--- config.mk ---
export PLATFORM = sky130hd
export DESIGN_NAME = fetch_stage
export DESIGN_NICKNAME = d
export VERILOG_FILES = /design/src/rtl/riscv_pkg.sv /design/src/rtl/fetch_skid_buffer.sv /design/src/rtl/fetch_stage.sv
export SDC_FILE = /design/constraint.sdc
export NUM_CORES = 1
export LEC_CHECK = 0
export BUFFER_PORTS_ARGS = -buffer_cell sky130_fd_sc_hd__buf_2
export CORE_MARGIN = 5
export CORE_UTILIZATION = 40
export DETAILED_ROUTE_END_ITERATION = 6
export GPL_TIMING_DRIVEN = 1
export PLACE_DENSITY = 0.58
export SYNTH_ARGS = -nofsm -noshare
export SYNTH_HDL_FRONTEND = slang
export SYNTH_SLANG_ARGS = --single-unit
export TNS_END_PERCENT = 1
--- constraint.sdc ---
create_clock -name clk -period 4.34 [get_ports clk]
set_input_delay 0.217 -clock clk [delete_from_list [all_inputs] [get_ports clk]]
set_output_delay 0.217 -clock clk [all_outputs]
set_load 0.01 [all_outputs]
--- src/rtl/riscv_pkg.sv ---
`default_nettype none
// ---------------------------------------------------------------------------
// riscv_pkg : shared RV32 constants and fetch FSM state encoding | Rev 1.0
// ---------------------------------------------------------------------------
package riscv_pkg;

  localparam int unsigned XLEN = 32;

  localparam logic [XLEN-1:0] NOP_INSTR_DEFAULT = 32'h0000_0013;
  localparam logic [XLEN-1:0] RESET_PC_DEFAULT  = 32'h0040_0000;

  typedef enum logic [1:0] {
    FETCH_IDLE     = 2'd0,
    FETCH_WAIT_RSP = 2'd1,
    FETCH_DROP     = 2'd2
  } fetch_state_t;

endpackage
`default_nettype wire

--- src/rtl/fetch_skid_buffer.sv ---
`default_nettype none
// ---------------------------------------------------------------------------
// fetch_skid_buffer : one-entry {instruction, pc} holding slot | Rev 1.0
// ---------------------------------------------------------------------------
module fetch_skid_buffer
  import riscv_pkg::*;
(
  input  logic            clk,
  input  logic            rst_n,
  input  logic            flush,
  input  logic            push,
  input  logic            pop,
  input  logic [XLEN-1:0] push_instr,
  input  logic [XLEN-1:0] push_pc,
  output logic            full,
  output logic [XLEN-1:0] instr,
  output logic [XLEN-1:0] pc
);

  logic            r_full;
  logic [XLEN-1:0] r_instr;
  logic [XLEN-1:0] r_pc;

  // Push wins over pop so a simultaneous pop+push keeps the slot occupied.
  always_ff @(posedge clk or negedge rst_n) begin
    if (!rst_n) begin
      r_full  <= 1'b0;
      r_instr <= '0;
      r_pc    <= '0;
    end else if (flush) begin
      r_full  <= 1'b0;
    end else if (push) begin
      r_full  <= 1'b1;
      r_instr <= push_instr;
      r_pc    <= push_pc;
    end else if (pop) begin
      r_full  <= 1'b0;
    end
  end

  assign full  = r_full;
  assign instr = r_instr;
  assign pc    = r_pc;

endmodule
`default_nettype wire

--- src/rtl/fetch_stage.sv ---
`default_nettype none
// ---------------------------------------------------------------------------
// fetch_stage : single-outstanding instruction fetch with IF/ID register and
// skid buffer; optional stall counter via FETCH_PERF_CNT_EN | Rev 1.0
// ---------------------------------------------------------------------------
module fetch_stage
  import riscv_pkg::*;
#(
  parameter logic [XLEN-1:0] RESET_PC  = RESET_PC_DEFAULT,
  parameter logic [XLEN-1:0] NOP_INSTR = NOP_INSTR_DEFAULT
) (
  input  logic            clk,
  input  logic            rst_n,
  output logic            imem_req,
  output logic [XLEN-1:0] imem_addr,
  input  logic            imem_gnt,
  input  logic            imem_rvalid,
  input  logic [XLEN-1:0] imem_rdata,
  input  logic            redirect_valid,
  input  logic [XLEN-1:0] redirect_pc,
  input  logic            id_stall,
  output logic            if_valid,
  output logic [XLEN-1:0] if_instruction,
  output logic [XLEN-1:0] if_pc
`ifdef FETCH_PERF_CNT_EN
  ,
  output logic [XLEN-1:0] fetch_stall_cnt
`endif
);

  fetch_state_t    r_state;
  logic [XLEN-1:0] r_pc;
  logic [XLEN-1:0] r_tag;
  logic            r_if_valid;
  logic [XLEN-1:0] r_if_instr;
  logic [XLEN-1:0] r_if_pc;

  logic            w_skid_full;
  logic [XLEN-1:0] w_skid_instr;
  logic [XLEN-1:0] w_skid_pc;
  logic [XLEN-1:0] w_redirect_pc;
  logic            w_deliver;
  logic            w_if_load;
  logic            w_skid_push;
  logic            w_skid_pop;
  logic            w_grant;

  assign w_redirect_pc = redirect_pc & {{(XLEN-2){1'b1}}, 2'b00};
  assign w_deliver     = (r_state == FETCH_WAIT_RSP) && imem_rvalid && !redirect_valid;
  assign w_if_load     = !r_if_valid || !id_stall;
  // The skid slot is empty whenever a request is in flight, so push-while-full
  // only ever occurs together with a pop.
  assign w_skid_push   = w_deliver && (!w_if_load || w_skid_full);
  assign w_skid_pop    = w_if_load && w_skid_full && !redirect_valid;

  assign imem_req  = rst_n && (r_state == FETCH_IDLE) && !w_skid_full && !redirect_valid;
  assign imem_addr = r_pc;
  assign w_grant   = imem_req && imem_gnt;

  fetch_skid_buffer u_skid (
    .clk        (clk),
    .rst_n      (rst_n),
    .flush      (redirect_valid),
    .push       (w_skid_push),
    .pop        (w_skid_pop),
    .push_instr (imem_rdata),
    .push_pc    (r_tag),
    .full       (w_skid_full),
    .instr      (w_skid_instr),
    .pc         (w_skid_pc)
  );

  always_ff @(posedge clk or negedge rst_n) begin
    if (!rst_n) begin
      r_state <= FETCH_IDLE;
      r_pc    <= RESET_PC;
      r_tag   <= '0;
    end else begin
      case (r_state)
        FETCH_IDLE: begin
          if (redirect_valid) begin
            r_pc <= w_redirect_pc;
          end else if (w_grant) begin
            r_tag   <= r_pc;
            r_pc    <= r_pc + XLEN'(4);
            r_state <= FETCH_WAIT_RSP;
          end
        end
        FETCH_WAIT_RSP: begin
          if (redirect_valid) begin
            r_pc    <= w_redirect_pc;
            r_state <= imem_rvalid ? FETCH_IDLE : FETCH_DROP;
          end else if (imem_rvalid) begin
            r_state <= FETCH_IDLE;
          end
        end
        FETCH_DROP: begin
          if (redirect_valid) r_pc <= w_redirect_pc;
          if (imem_rvalid)    r_state <= FETCH_IDLE;
        end
        default: r_state <= FETCH_IDLE;
      endcase
    end
  end

  always_ff @(posedge clk or negedge rst_n) begin
    if (!rst_n) begin
      r_if_valid <= 1'b0;
      r_if_instr <= NOP_INSTR;
      r_if_pc    <= '0;
    end else if (redirect_valid) begin
      r_if_valid <= 1'b0;
      r_if_instr <= NOP_INSTR;
    end else if (w_if_load) begin
      if (w_skid_full) begin
        r_if_valid <= 1'b1;
        r_if_instr <= w_skid_instr;
        r_if_pc    <= w_skid_pc;
      end else if (w_deliver) begin
        r_if_valid <= 1'b1;
        r_if_instr <= imem_rdata;
        r_if_pc    <= r_tag;
      end else begin
        r_if_valid <= 1'b0;
        r_if_instr <= NOP_INSTR;
      end
    end
  end

  assign if_valid       = r_if_valid;
  assign if_instruction = r_if_instr;
  assign if_pc          = r_if_pc;

`ifdef FETCH_PERF_CNT_EN
  logic [XLEN-1:0] r_stall_cnt;

  always_ff @(posedge clk or negedge rst_n) begin
    if (!rst_n) begin
      r_stall_cnt <= '0;
    end else if (r_if_valid && id_stall && (r_stall_cnt != '1)) begin
      r_stall_cnt <= r_stall_cnt + XLEN'(1);
    end
  end

  assign fetch_stall_cnt = r_stall_cnt;
`endif

endmodule
`default_nettype wire

==> run summary, run 1 <==
I/O Pins - 168
Via count - 6195
CP required - 4690 ps
Worst slew pin tran - 1040 ps
Crit path kind - flop to flop
Seq/Total Area, Yosys - 0.559
Clock-pin slew on the worst setup and hold paths - 70 ps
Status - complete, no violations
Max-slew violation count - 0
Most frequent cells in the layout - 183 x dfrtp_1, 160 x buf_2, 87 x mux2_2
DRC Markers - 0
# fillers - 1990
Critical Path Source Type - flop
Remaining antenna violation count after routing - 0
Worst path arrival time - 3200 ps
Max cap viols - 0
Most common cell after layout, fill and taps aside - dfrtp_1
Worst-case vdd ir drop - 0.000245 V
Post-Syn Area - 8420 sq um
Post-Syn Area per Cell - 11.4 sq um
HP Class - primary input to flop
RSZ-0062 raised after global routing - no
Die Area - 24000 sq um
Number of antenna violations at the first check in global routing - 2
Total Routing Usage GR - 0.174
Die Height - 155 microns
Routability cong. - 0.813
CTS tree - done
Initial Util - 0.403
Row count - 53
Most used DFF post-synth - dfrtp_1
Fin Clk Skew - 8.11 ps
Final Setup Violations - 0
# clock sinks - 188
Layout Nets - 960
Number of global-route vias before repair - 6302
First-pass GRT wire length - 33.8 mm
Leakage - 4.50 nW
Skew-Pair Late Insertion Delay - 430 ps
Crit share post-route - 0.659
Clock buffer depth - 2
Final worst slack - 1480 ps
Ranking of synthesized cells by area - dfrtp_1 55%, mux2_2 12%, a21oi_1 4.4%
Die Wd - 155 microns
Grt ovf - 0
Cell taking the most area after synthesis - dfrtp_1
Post-synth EDFFs - 0
Minimum clock period - 2860 ps
Share of post-route cells with drive strength above 1 - 0.350
Share of the synthesized area in the top cell type - 0.547
Max Fclk - 350 MHz
Starting DRT DRC Count - 220
Mapped Cells - 740
Resized cells post-CTS - 0
H-tree depth - 4
Fin. Hold Viols - 0
DRT Pass-1 Iters - 4
TNS Setup - 0 ps
Post-synthesis sequential element count - 188
PortBufs - 161
Pin count of the biggest net entering global routing - 79
Number of distinct library cells after synthesis - 48
CP endpoint kind - flop
TritonCTS buffer count - 17
Dpl hpwl - 13.7 mm
Layout area overhead - 18.9%
Vias per inst - 5.28
Post-synthesis async set-or-reset flop share - 1.00
Core area - 20900 sq um
Cell chosen for the clock root - clkbuf_16
Critical Path Fanout Max - 68
PD cells - 610 nW/um^2
Avg WL per Cell - 17.3 microns
Warnings from Yosys - 0
Setup slack at placement - 1490 ps
Diodes inserted - 0
Slew Limit Headroom - 0.306
Final WL - 20.3 mm
[final timing paths]
kind | from | end | slack [ps] | cells after the start
hold reg to reg | if_instruction[15] | if_instruction[15] | 470 | 2
hold / removal | imem_rdata[26] | u_skid.instr[26] | 30 | 2
max in group asynchronous | rst_n | u_skid.full | 2610 | 3
min in group asynchronous | rst_n | if_instruction[3] | 360 | 2
setup / recovery | u_skid.full | if_pc[23] | 1480 | 6
setup reg to reg | u_skid.full | if_pc[23] | 1480 | 6
[flip-flops by register name, summed over array words and instances, names as in the netlist]
| name | cells |
|---|---|
| imem_addr | 30 |
| if_valid | 1 |
| u_skid.full | 1 |
| r_state | 2 |
| if_instruction | 32 |
| r_tag | 30 |
| u_skid.instr | 32 |
| if_pc | 30 |
| u_skid.pc | 30 |
[power breakdown]
part / internal, mW / switching, mW
Sequential: 2.30 / 0.495
Clock: 0.805 / 0.713
Combinational: 0.849 / 0.944
[area by class of cell]
class | count | area [sq um] | area share
well taps | 275 | 344 | 0.0344
clock inverters | 14 | 136 | 0.0136
multi-input cells | 501 | 3450 | 0.344
repair buffers | 174 | 930 | 0.0929
clock buffers | 18 | 429 | 0.0429
flip-flops and latches | 188 | 4710 | 0.471
inverters | 3 | 11.3 | 0.00112
[per-layer routing]
metal  vias up  wire length, microns  GRT usage
met2       165                  9590      0.278
met1      3035                  9270      0.240
met4         4                   264     0.0484
met5         -                    27          0
met3        25                  1170     0.0406
li1       2966                     -          -
[metrics by stage]
step	hold slack (ps)	power [mW]	std cells	instance area [sq um]	utilization
floorplan	-78.6	3.92	743	8430	-
global placement	288	4.60	1139	9430	0.451
detailed placement	286	4.65	1139	9430	0.451
CTS	5.76	6.19	1173	10000	0.479
global route	15.5	6.54	1173	10000	0.479
finish	26.4	6.11	1173	10000	0.479
[cell families after synthesis]
group / after synthesis / synth area share
AO/OA/AOI/OAI: 193 / 0.139
adder cells (fa/ha/maj): 5 / 0.00743
buffers and inverters: 54 / 0.0355
flip-flops: 188 / 0.559
multiplexers: 126 / 0.163
other: 1 / 0.000445
AND/OR/NAND/NOR: 173 / 0.0951
[cell usage after synthesis, types with 3 or more instances]
| master | count |
|---|---|
| mux2_2 | 87 |
| and3_1 | 3 |
| a22oi_1 | 29 |
| and4_1 | 4 |
| o21ai_0 | 43 |
| clkbuf_1 | 19 |
| nor2_2 | 3 |
| mux2i_1 | 34 |
| and2_1 | 3 |
| buf_2 | 14 |
| mux2_1 | 5 |
| dfrtp_1 | 184 |
| a21oi_1 | 74 |
| dfstp_2 | 4 |
| nand3_1 | 14 |
| buf_4 | 13 |
| nor3_1 | 6 |
| nor2_1 | 45 |
| o22ai_1 | 20 |
| buf_6 | 4 |
| nand4_1 | 7 |
| ha_1 | 5 |
| or2_2 | 3 |
| a2bb2oi_1 | 15 |
| nand2_1 | 72 |
| a31oi_1 | 4 |
[repair_timing]
item                                   CTS  global route
setup buffers                            0             0
endpoints found under the hold margin   74             0
hold buffers                             2             0
[critical path: stages, from the launching register on]
cell and delay [ps]:
dfrtp_4 1100, a21oi_1 110, or2_2 360, a21oi_4 690, buf_12 270, nor2_1 60
a21oi_1 120
Note: power is estimated with default switching activity, not from simulation.
==> run 2: changes to the inputs <==
ABC_AREA = 1   (was not set)
PLACE_DENSITY = 0.6   (was 0.58)
clock period = 2.41 ns   (was 4.34 ns; I/O delays follow)
==> run summary, run 2 <==
Layout Nets - 1315 (+37%)
CP cell instances - inv_1 -> ha_1 -> nand2_1 -> clkinv_1 -> nand3_4 -> nand2_2 -> nand3_1 -> nand2_2 -> buf_4 -> o21ai_1
I/O Pins - 168 (unchanged)
Max-slew violation count - 0 (unchanged)
Slew Limit Headroom - 0.350 (+0.0445)
HP Class - primary input to flop
Warnings from Yosys - 0 (unchanged)
Minimum clock period - 1980 ps (-882 ps)
Row count - 54 (+1.9%)
Post-Syn Area per Cell - 8.52 sq um (-25%)
Core area - 22000 sq um (+5.1%)
Worst-case vdd ir drop - 0.000692 V (+180%)
Max cap viols - 0 (unchanged)
Starting DRT DRC Count - 464 (+110%)
Status - complete, no violations
Non-filler instance count after layout - 1533 (+31%)
FF-to-FF End - imem_addr[14]
Routability cong. - 0.944 (+16%)
PD cells - 1050 nW/um^2 (+73%)
Hold path depth - 5 (+3)
Worst path bufs/invs - 3 (+2)
DRT Pass-1 Iters - 5 (+1)
Most common cell after layout, fill and taps aside - nand2_1
Critical Path Fanout Max - 19 (-72%)
Most used cell, CP - nand2_2
Setup Fix Bufs, Post-CTS - 0 (unchanged)
Share of post-route cells with drive strength above 1 - 0.186 (-0.164)
CP top delay family - simple AND/OR/NAND/NOR gates
Total Routing Usage GR - 0.182 (+0.00767)
Fin Clk Skew - 11.4 ps (+3.28 ps)
Post-synth EDFFs - 0 (unchanged)
Max Fclk - 506 MHz (+45%)
DRC Markers - 0 (unchanged)
Hold path start - redirect_pc[20]
Most used DFF post-synth - dfrtp_1
# clock sinks - 188 (unchanged)
Pin count of the biggest net entering global routing - 189 (+140%)
Share of the synthesized area in the top cell type - 0.514 (-0.0329)
Fin. Hold Viols - 0 (unchanged)
Die Area - 25500 sq um (+6.0%)
FF-to-FF path depth - 10 (+4)
Remaining antenna violation count after routing - 0 (unchanged)
Post-synthesis async set-or-reset flop share - 1.00 (unchanged)
R2r setup slk - 430 ps (-1050 ps)
Die Wd - 160 microns (+3.0%)
R2R Path Start - r_state[0]
CP endpoint kind - flop
Crit share post-route - 0.820 (+0.162)
H-tree depth - 4 (unchanged)
Leakage - 5.54 nW (+23%)
Most frequent cells in the layout - 327 x nand2_1, 183 x dfrtp_1, 160 x buf_2
CP required - 2730 ps (-1960 ps)
TritonCTS buffer count - 17 (unchanged)
Crit path kind - flop to flop
Final Setup Violations - 0 (unchanged)
Number of antenna violations at the first check in global routing - 0 (-2)
Skew-Pair Late Insertion Delay - 440 ps (about the same)
Dpl hpwl - 15.9 mm (+16%)
Worst path max stage delay - 410 ps (-690 ps)
Hold EP - imem_addr[20]
RSZ-0062 raised after global routing - no
Count leader, synth - nand2_1
Placed cell count - 1454 (+28%)
Initial Util - 0.408 (+0.00492)
Clock-pin slew on the worst setup and hold paths - 80 ps (about the same)
Clock buffer depth - 2 (unchanged)
Ranking of synthesized cells by area - dfrtp_1 51%, nand2_1 14%, mux2_1 7.2%
TNS Setup - 0 ps (unchanged)
Worst path arrival time - 2300 ps (-900 ps)
Layout area overhead - 24.1%
Grt ovf - 0 (unchanged)
Number of global-route vias before repair - 7197 (+14%)
Number of distinct library cells after synthesis - 36 (-25%)
PortBufs - 161 (unchanged)
Cell taking the most area after synthesis - dfrtp_1
Diodes inserted - 0 (unchanged)
Avg WL per Cell - 15.1 microns (-13%)
Slowest cell on the critical path - dfrtp_1
Vias per inst - 4.85 (-8.2%)
Worst slew pin tran - 975 ps (-66.7 ps)
First-pass GRT wire length - 37.7 mm (+12%)
Seq/Total Area, Yosys - 0.526 (-0.0337)
Mapped Cells - 1052 (+42%)
Final WL - 23.1 mm (+14%)
Critical Path Source Type - flop
Post-Syn Area - 8960 sq um (+6.4%)
Die Height - 160 microns (+3.0%)
Post-synthesis sequential element count - 188 (unchanged)
Via count - 7431 (+20%)
Cell chosen for the clock root - clkbuf_16
Synth cell count leaders - 327 x nand2_1, 184 x dfrtp_1, 143 x nor2_1
CTS tree - done
## run 2: cell count changes after synthesis, sizes merged, moves of 31 or more
cell | before | now
o21ai | 43 | 89
nand2 | 72 | 331
mux2 | 92 | 61
nor2 | 48 | 152
inv | 3 | 51
a21oi | 75 | 32
mux2i | 34 | 3
## run 2: metal layers
layer  global-route usage  routed length (microns)  up-vias
li1                     -                        -     3784
met1                0.253                    11100     3443
met2                0.291                    10500      183
met3               0.0394                     1200       21
met4               0.0473                      300        0
met5                    0                        0        -
## run 2: cell families (layout without fill, tap and decap cells)
logic type      count (synthesis)  count (layout)  share of synthesized area
mux                            64              64                     0.0800
other cells                     1               4                   0.000419
flops                         188             188                      0.526
buf+inv                       107             305                     0.0531
xor+xnor                        5               5                    0.00489
compound gates                157             157                     0.0937
simple gates                  525             525                      0.235
fa+ha+maj                       5               5                    0.00698
## run 2: final cells by class
cell class                 count  area, sq um
multi-input combinational    760         3780
fill                        2096        10800
sequential                   188         4710
clock inverter                15          219
inverter                      52          195
clock buffer                  17          425
tap                          280          350
timing repair buffer         221         1430
## run 2: metrics by stage
step | power [mW] | setup WS, ps | area [sq um] | utilization | hold WS (ps)
floorplan | 7.23 | 813 | 8970 | - | -175
global placement | 8.65 | 458 | 10000 | 0.456 | 349
detailed placement | 8.74 | 423 | 10000 | 0.456 | 356
CTS | 11.9 | 416 | 11100 | 0.506 | 2.98
global route | 12.6 | 264 | 11100 | 0.506 | 19.3
finish | 11.7 | 433 | 11100 | 0.506 | 14.1
## run 2: worst max path at each step
stage,from,to,slack [ps],depth (start not counted)
floorplan,r_state[1],u_skid.instr[0],810,7
global placement,r_state[1],imem_addr[14],460,10
detailed placement,r_state[0],imem_addr[14],420,10
CTS,r_state[0],imem_addr[14],420,10
global route,r_state[1],imem_addr[14],260,10
finish,r_state[0],imem_addr[14],430,10
## run 2: where the power goes
group | internal (mW) | switching, mW
Combinational | 1.44 | 2.42
Sequential | 4.04 | 0.783
Clock | 1.62 | 1.40
Total | 7.11 | 4.60
## run 2: repair_timing
item,4_1_cts,5_1_grt
hold buffers,47,0
endpoints found under the hold margin,138,0
gates resized for setup,0,0
## run 2: worst min-delay path: cells and delay by family
kind / cells / cell delay [ps]
buf+inv: 1 / 80
simple gates: 4 / 230
==> run 3: changes to the inputs <==
clock period = 1.8 ns   (was 2.41 ns; I/O delays follow)
==> run summary, run 3 (synthesized netlist as in run 2, its figures left out) <==
Fin Clk Skew - 12.4 ps (+0.978 ps)
Worst path bufs/invs - 2 (-1)
Max-slew violation count - 0 (unchanged)
PD cells - 1380 nW/um^2 (+31%)
H-tree depth - 4 (unchanged)
CP required - 2110 ps (-620 ps)
Hold_ws - 20.8 ps (+6.70 ps)
Most common cell after layout, fill and taps aside - nand2_1
CP endpoint kind - flop
Number of global-route vias before repair - 7408 (+2.9%)
Initial Util - 0.408 (unchanged)
Die Area - 25500 sq um (unchanged)
Number of antenna violations at the first check in global routing - 0 (unchanged)
Skew-Pair Late Insertion Delay - 430 ps (about the same)
Diodes inserted - 0 (unchanged)
Slew Limit Headroom - 0.344 (-0.00654)
Pin count of the biggest net entering global routing - 189 (unchanged)
Final Util - 0.518 (+0.0116)
Core area - 22000 sq um (unchanged)
I/O Pins - 168 (unchanged)
Row count - 54 (unchanged)
HP Class - primary input to flop
Starting DRT DRC Count - 449 (-3.2%)
Critical Path Fanout Max - 26 (+7)
Die Height - 160 microns (unchanged)
Worst path arrival time - 2020 ps (-280 ps)
Combinational power share - 0.354 (+0.024)
Layout Nets - 1341 (+2.0%)
Vias per inst - 4.82 (-0.46%)
Power Total - 15.7 mW (+34%)
Dpl hpwl - 15.9 mm (+0.17%)
Final Setup Violations - 0 (unchanged)
Flop pwr share - 0.409 (-0.003)
Clock buffer depth - 2 (unchanged)
Max cap viols - 0 (unchanged)
# fillers - 2073 (-1.1%)
Remaining antenna violation count after routing - 0 (unchanged)
First-pass GRT wire length - 38.4 mm (+2.0%)
Fin. Hold Viols - 0 (unchanged)
Crit share post-route - 0.949 (+0.129)
RSZ-0062 raised after global routing - yes
Worst path max stage delay - 380 ps (-30 ps)
Setup Fix Bufs, Post-CTS - 0 (unchanged)
Switching share of power - 0.387 (-0.00593)
Final WL - 23.1 mm (-0.29%)
Total Routing Usage GR - 0.184 (+0.00222)
Status - complete, no violations
Cell chosen for the clock root - clkbuf_16
Minimum clock period - 1710 ps (-268 ps)
Int Power - 9.62 mW (+35%)
Most frequent cells in the layout - 327 x nand2_1, 183 x dfrtp_1, 160 x buf_2
DRC Markers - 0 (unchanged)
PortBufs - 161 (unchanged)
Clock-pin slew on the worst setup and hold paths - 70 ps (about the same)
Crit path kind - flop to flop
CP cell instances - inv_1 -> ha_1 -> nand2_1 -> nor2_4 -> nand2_2 -> buf_12 -> mux2_1
Die Wd - 160 microns (unchanged)
Max Fclk - 585 MHz (+16%)
Share of post-route cells with drive strength above 1 - 0.199 (+0.0126)
Clk network pwr share - 0.237 (-0.021)
# clock sinks - 188 (unchanged)
DRT Pass-1 Iters - 5 (unchanged)
Leakage - 5.66 nW (+2.0%)
P_sw - 6.08 mW (+32%)
Worst-case vdd ir drop - 0.000666 V (-3.7%)
CTS tree - done
TritonCTS buffer count - 17 (unchanged)
Routability cong. - 0.915 (-3.0%)
Avg WL per Cell - 14.8 microns (-2.0%)
Via count - 7522 (+1.2%)
CP top delay family - flip-flops
Slowest cell on the critical path - dfrtp_1
Layout area overhead - 27.0%
Worst slew pin tran - 984 ps (+9.82 ps)
Critical Path Source Type - flop
Grt ovf - 0 (unchanged)
[run 3: cell count changes in the layout (fill, tap and decap cells not counted), moves of 3 or more]
cell,delta
inv_8,-3
clkinv_8,-3
buf_4,+8
clkinvlp_4,+4
buf_12,+7
dlygate4sd3_1,+9
[run 3: worst reg2reg max path, stage by stage (launching register included)]
cell and delay, ps:
dfrtp_1 380, inv_1 100, ha_1 190, nand2_1 110
nor2_4 130, nand2_2 130, buf_12 200, mux2_1 350
[run 3: final timing paths]
kind,start,end,slack [ps],cells past startpoint
min,redirect_pc[16],imem_addr[16],20,5
max,r_state[1],u_skid.pc[24],90,7
min reg2reg,if_instruction[30],if_instruction[30],480,2
min in group asynchronous,rst_n,u_skid.instr[0],560,3
max in group asynchronous,rst_n,u_skid.full,550,3
max reg2reg,r_state[1],u_skid.pc[24],90,7
[run 3: power by group through the flow]
| stage | combinational [mW] | clock [mW] | sequential, mW |
|---|---|---|---|
| global route | 6.34 | 4.00 | 6.62 |
| CTS | 5.64 | 3.81 | 6.44 |
| detailed placement | 5.52 | 0 | 6.52 |
| global placement | 5.44 | 0 | 6.49 |
| floorplan | 3.07 | 0 | 6.61 |
| finish | 5.56 | 3.72 | 6.42 |
[run 3: area by class of cell]
cell class	instances	area (sq um)	area share
Multi-Input combinational cell	760	3790	0.333
Timing Repair Buffer	247	1750	0.153
Clock buffer	17	425	0.0374
Clock inverter	15	151	0.0133
Sequential cell	188	4710	0.414
Tap cell	280	350	0.0308
Inverter	52	198	0.0174
[run 3: repair_timing]
action / CTS / global route
hold endpoints to repair: 243 / 0
hold buffers: 56 / 0
setup endpoints to repair: 1 / 29
gates resized for setup: 1 / 6
gates cloned: 0 / 0
[run 3: routing by layer]
metal,part of all wire,wire [microns],vias up,track usage
met5,0,0,-,0
met4,0.014,331,0,0.0481
met3,0.046,1070,24,0.0399
met2,0.46,10600,169,0.297
met1,0.48,11100,3499,0.254
li1,-,-,3830,-
[run 3: metrics by stage]
stage / TNS (ps) / worst slack [ps] / std cells / cell area [sq um]
2_1_floorplan: 0 / 203 / 1055 / 8970
3_3_place_gp: 0 / 156 / 1471 / 10200
3_5_place_dp: 0 / 116 / 1471 / 10200
4_1_cts: 0 / 96.2 / 1559 / 11400
5_1_grt: -264 / -23.5 / 1559 / 11400
6_report: 0 / 91.0 / 1559 / 11400
